===== src/rtl/seg7_bin_display.sv =====
// seg7_bin_display
//   Sequential binary-to-decimal converter driving DIGITS registered
//   7-segment patterns. A start in IDLE captures value. WIDTH shift-and-add-3
//   steps follow, then one LOAD cycle that writes segments/overflow and
//   pulses done.
// Ports:
//   clk, rst        clock (rising edge), asynchronous active-high reset
//   start, value    conversion request / unsigned operand (WIDTH bits)
//   busy            high from the accepted start until the LOAD edge
//   done            one-cycle pulse on the first cycle of new segments
//   overflow        last converted value was >= 10**DIGITS
//   segments        {a..g} per digit, a = MSB, digit 0 (units) in [6:0]
module seg7_bin_display #(
  parameter int WIDTH      = 6,
  parameter int DIGITS     = 2,
  parameter int ACTIVE_LOW = 1,
  parameter int BLANK_LZ   = 1
) (
  input  logic                  clk,
  input  logic                  rst,
  input  logic                  start,
  input  logic [WIDTH-1:0]      value,
  output logic                  busy,
  output logic                  done,
  output logic                  overflow,
  output logic [7*DIGITS-1:0]   segments
);

  localparam int CW = $clog2(WIDTH + 1);
  localparam int BW = 4 * DIGITS;
  localparam logic [31:0] LIMIT = 32'(10 ** DIGITS);
  // Patterns are built active-low; XOR flips them for active-high boards.
  localparam logic [6:0] POL = (ACTIVE_LOW != 0) ? 7'h00 : 7'h7F;
  localparam logic [7*DIGITS-1:0] BLANK_ALL = (ACTIVE_LOW != 0) ? '1 : '0;

  typedef enum logic [1:0] {IDLE, SHIFT, LOAD} state_t;

  state_t               state_q, state_d;
  logic [WIDTH-1:0]     bin_q, bin_d;
  logic [BW-1:0]        bcd_q, bcd_d;
  logic [CW-1:0]        cnt_q, cnt_d;
  logic                 ovf_pend_q, ovf_pend_d;
  logic                 busy_q, busy_d;
  logic                 done_q, done_d;
  logic                 ovf_q, ovf_d;
  logic [7*DIGITS-1:0]  seg_q, seg_d;

  logic [BW-1:0]        adj;
  logic [7*DIGITS-1:0]  seg_new;
  logic                 lz;
  logic [3:0]           nib;
  logic [6:0]           pat;

  // Active-low abcdefg; codes 10..15 only reachable under overflow (dashes).
  function automatic logic [6:0] dec7(input logic [3:0] n);
    case (n)
      4'd0:    dec7 = 7'b0000001;
      4'd1:    dec7 = 7'b1001111;
      4'd2:    dec7 = 7'b0010010;
      4'd3:    dec7 = 7'b0000110;
      4'd4:    dec7 = 7'b1001100;
      4'd5:    dec7 = 7'b0100100;
      4'd6:    dec7 = 7'b0100000;
      4'd7:    dec7 = 7'b0001111;
      4'd8:    dec7 = 7'b0000000;
      4'd9:    dec7 = 7'b0001100;
      default: dec7 = 7'b1111111;
    endcase
  endfunction

  // Add-3 correction on every nibble >= 5 before the shift.
  always_comb begin
    adj = bcd_q;
    for (int i = 0; i < DIGITS; i++)
      if (bcd_q[4*i +: 4] >= 4'd5) adj[4*i +: 4] = bcd_q[4*i +: 4] + 4'd3;
  end

  // Display image of the finished BCD; scanned from the top digit so that
  // zeros stay blank until the first nonzero digit. Units always shown.
  always_comb begin
    seg_new = '0;
    lz      = (BLANK_LZ != 0);
    nib     = '0;
    pat     = '0;
    for (int i = DIGITS - 1; i >= 0; i--) begin
      nib = bcd_q[4*i +: 4];
      if (ovf_pend_q)                   pat = 7'b1111110;
      else if (lz && i != 0 && nib == 4'd0) pat = 7'b1111111;
      else begin
        pat = dec7(nib);
        lz  = 1'b0;
      end
      seg_new[7*i +: 7] = pat ^ POL;
    end
  end

  always_comb begin
    state_d    = state_q;
    bin_d      = bin_q;
    bcd_d      = bcd_q;
    cnt_d      = cnt_q;
    ovf_pend_d = ovf_pend_q;
    ovf_d      = ovf_q;
    seg_d      = seg_q;
    done_d     = 1'b0;
    case (state_q)
      IDLE: if (start) begin
        bin_d      = value;
        bcd_d      = '0;
        cnt_d      = CW'(WIDTH);
        ovf_pend_d = (32'(value) >= LIMIT);
        state_d    = SHIFT;
      end
      SHIFT: begin
        {bcd_d, bin_d} = {adj[BW-2:0], bin_q, 1'b0};
        cnt_d          = cnt_q - CW'(1);
        if (cnt_q == CW'(1)) state_d = LOAD;
      end
      LOAD: begin
        seg_d   = seg_new;
        ovf_d   = ovf_pend_q;
        done_d  = 1'b1;
        state_d = IDLE;
      end
      default: state_d = IDLE;
    endcase
    busy_d = (state_d != IDLE);
  end

  always_ff @(posedge clk or posedge rst) begin
    if (rst) begin
      state_q    <= IDLE;
      bin_q      <= '0;
      bcd_q      <= '0;
      cnt_q      <= '0;
      ovf_pend_q <= 1'b0;
      busy_q     <= 1'b0;
      done_q     <= 1'b0;
      ovf_q      <= 1'b0;
      seg_q      <= BLANK_ALL;
    end else begin
      state_q    <= state_d;
      bin_q      <= bin_d;
      bcd_q      <= bcd_d;
      cnt_q      <= cnt_d;
      ovf_pend_q <= ovf_pend_d;
      busy_q     <= busy_d;
      done_q     <= done_d;
      ovf_q      <= ovf_d;
      seg_q      <= seg_d;
    end
  end

  assign busy     = busy_q;
  assign done     = done_q;
  assign overflow = ovf_q;
  assign segments = seg_q;

endmodule

===== config.mk =====
export PLATFORM = sky130hd
export DESIGN_NAME = seg7_bin_display
export DESIGN_NICKNAME = d
export VERILOG_FILES = /design/src/rtl/seg7_bin_display.sv
export SDC_FILE = /design/constraint.sdc
export NUM_CORES = 1
export LEC_CHECK = 0
export ABC_AREA = 0
export CAP_MARGIN = 20
export CORE_ASPECT_RATIO = 1.4
export CORE_UTILIZATION = 54
export CTS_CLUSTER_DIAMETER = 40
export DETAILED_ROUTE_END_ITERATION = 8
export PLACE_DENSITY = 0.8
export SYNTH_ARGS = -nofsm -noshare
export SYNTH_HDL_FRONTEND = slang
export SYNTH_SLANG_ARGS = --single-unit

===== constraint.sdc =====
create_clock -name clk -period 1.95 [get_ports clk]
set_input_delay 0.2925 -clock clk [delete_from_list [all_inputs] [get_ports clk]]
set_output_delay 0.2925 -clock clk [all_outputs]
set_load 0.01 [all_outputs]

==> results.py <==
metrics = {
    "power": {
        "leakage_nw": 0.9538,
        "ir_worst_vdd_v": 0.001054,
        "power_density_nw_per_um2": 1674,
        "finalPower_mw": 3.794,
    },
    "setup_path": {
        "end_kind": "flop",
        "critPathBufInv": 1,
        "crit_family": "flip-flops",
        "crit_fanout": 9,
        "worst_path_largest_cell_delay_ns": 0.50,
        "critPathSlowestCell": "dfrtp_1",
        "worstRegToRegCells": 5,
        "path_depth": 5,
        "start_kind": "flop",
        "path_class": "reg2reg",
        "crit_required_ns": 2.13,
        "worstPathArrival_ns": 1.83,
        "crit_chain": "inv_1, ha_1, nor2b_1, o21a_1, o32ai_1",
    },
    "placement": {
        "hpwl_mm": 2.917,
        "io_buffers": 24,
        "place_congestion": 0.8686,
        "placedCellCount": 259,
    },
    "clock_network": {
        "cts_hold_buf": 0,
        "cts_setup_buffers": 0,
        "clkTransAtPathRegs_ns": 0.07,
        "cts_resized": 0,
        "cts_root_buf": "clkbuf_8",
        "cts_buffers": 5,
        "cts_tree": "built",
        "cts.sinks": 35,
        "insertion_delay_ns": 0.28,
        "cts_max_path_buffers": 2,
        "htreeDepth": 2,
    },
    "synth": {
        "avgSynthCellArea_um2": 9.524,
        "synth_top_cell_by_area": "dfrtp_1",
        "synth.distinct_cells": 39,
        "syn_area_um2": 1914,
        "synth_edf_count": 0,
        "syn_inst": 201,
        "synth_top_area_share": 0.2745,
        "syn_nets": 224,
        "synth_ff_type": "dfrtp_1",
        "synth_area_leaders": "dfrtp_1 27%, dfstp_2 19%, ha_1 9.2%, nand2_1 5.1%, o21ai_0 3.4%",
        "ys_ff_latch": 35,
        "synth_warnings": 0,
        "synth_seq_area_share": 0.4667,
        "async_reset_ff_frac": 1.000,
    },
    "sta": {
        "max_freq_ghz": 0.6066,
        "rsz0062_at_grt": "no",
        "post-route-period-util": 0.8455,
        "fin_skew_ns": 0.007056,
        "min_period_ns": 1.649,
        "holdWs_ns": 0.4106,
        "maxSlewViolCount": 0,
        "final-hold-violation-count": 0,
        "setup_viol": 0,
        "tns_ns": 0,
    },
    "cells_and_area": {
        "num_antenna_cells": 0,
        "layout_common_cells": "26 x nand2_1, 24 x clkdlybuf4s50_1, 21 x dfrtp_1",
        "nets": 249,
        "final_common_cell": "nand2_1",
        "fin_cells": 267,
        "drive_gt1_frac": 0.1145,
        "areaGrowthSynthToFinish_pct": 18.37,
    },
    "drt": {
        "drt-initial-drc-count": 58,
        "first_pass_iters": 4,
        "routed_wl_mm": 3.983,
        "vias": 1570,
        "wl_per_cell_um": 14.92,
        "ant_nets": 0,
        "viasPerCell": 5.880,
        "route.detailed.drc": 0,
    },
    "global_route": {
        "grt_pass1_vias": 1574,
        "antenna_found_initial": 0,
        "gr-total-overflow": 0,
        "grt_max_degree": 36,
        "grt_pass1_wl_mm": 6.775,
        "grt_usage": 0.2425,
    },
    "status": {
        "outcome": "complete, no violations",
    },
    "worst_hold_path": {
        "min_path_type": "in2async",
    },
    "die": {
        "rows": 25,
        "coreArea_um2": 3378,
        "die_h_um": 72.45,
        "ios": 26,
        "dieArea_um2": 3791,
        "start_util": 0.5667,
        "fp.dieW_um": 52.32,
    },
    "job": {
        "maxCapViolCount": 0,
    },
}
## layer usage
metal / wire, µm / GRT usage
met5: 0 / 0
met4: 80 / 0.09649
met3: 143 / 0.06080
met2: 2205 / 0.4515
met1: 1553 / 0.2480
## synth_stat cells, types with 4 or more instances
cell and n:
dfstp_2 14, buf_2 7, nand2b_1 8, ha_1 14
o211ai_1 5, inv_1 13, a21oi_1 11, a31oi_1 4
o2111ai_1 4, nor2b_1 6, o31ai_1 4, nand2_1 26
nor2_1 11, dfrtp_1 21, o21ai_0 13, a22oi_1 6
## stage by stage
stage	setup WS [ns]	util	instance area (µm²)
4_1_cts	0.2935	0.6707	2266
2_1_floorplan	0.5109	-	1914
5_1_grt	0.2009	0.6707	2266
6_report	0.3013	0.6707	2266
3_5_place_dp	0.3207	0.6467	2185
3_3_place_gp	0.4401	0.6467	2185
## worst paths after layout
check / start / end / slack (ns)
setup / recovery: bcd_q[1] / bcd_q[4] / 0.30
hold / removal: rst / done / 0.41
setup reg to reg: bcd_q[1] / bcd_q[4] / 0.30
hold reg to reg: segments[6] / segments[6] / 0.47
max in group asynchronous: rst / segments[13] / 1.20
min in group clk: segments[6] / segments[6] / 0.47
## layout make-up
class                   instances  area [µm²]
flip-flops and latches         35       893.4
multi-input cells             141       910.9
inverters                      14       52.55
repair buffers                 29       277.8
clock buffers                   7       76.32
fillers                       282        1112
clock inverters                 1       5.005
well taps                      40       50.05
## kinds of logic after synthesis
family          synth area share
fa+ha+maj                0.09150
simple gates              0.1445
mux                     0.005229
compound gates            0.2281
other cells             0.001959
xor+xnor                0.004576
flops                     0.4667
buf+inv                  0.05751
## state kept, by name, indices dropped and copies added (netlist names)
register	count
bcd_q	8
bin_q	6
busy	1
cnt_q	3
done	1
segments	14
state_q	2
## power by group
| part | internal [mW] | total (mW) | switching [mW] |
|---|---|---|---|
| Combinational | 0.905 | 1.88 | 0.971 |
| Clock | 0.250 | 0.498 | 0.247 |
| Sequential | 1.13 | 1.42 | 0.291 |
## worst min-delay path, delay by kind of cell
kind / cells / cell delay, ns
buffers and inverters: 3 / 0.83
Power figures use the tool's default switching activity.
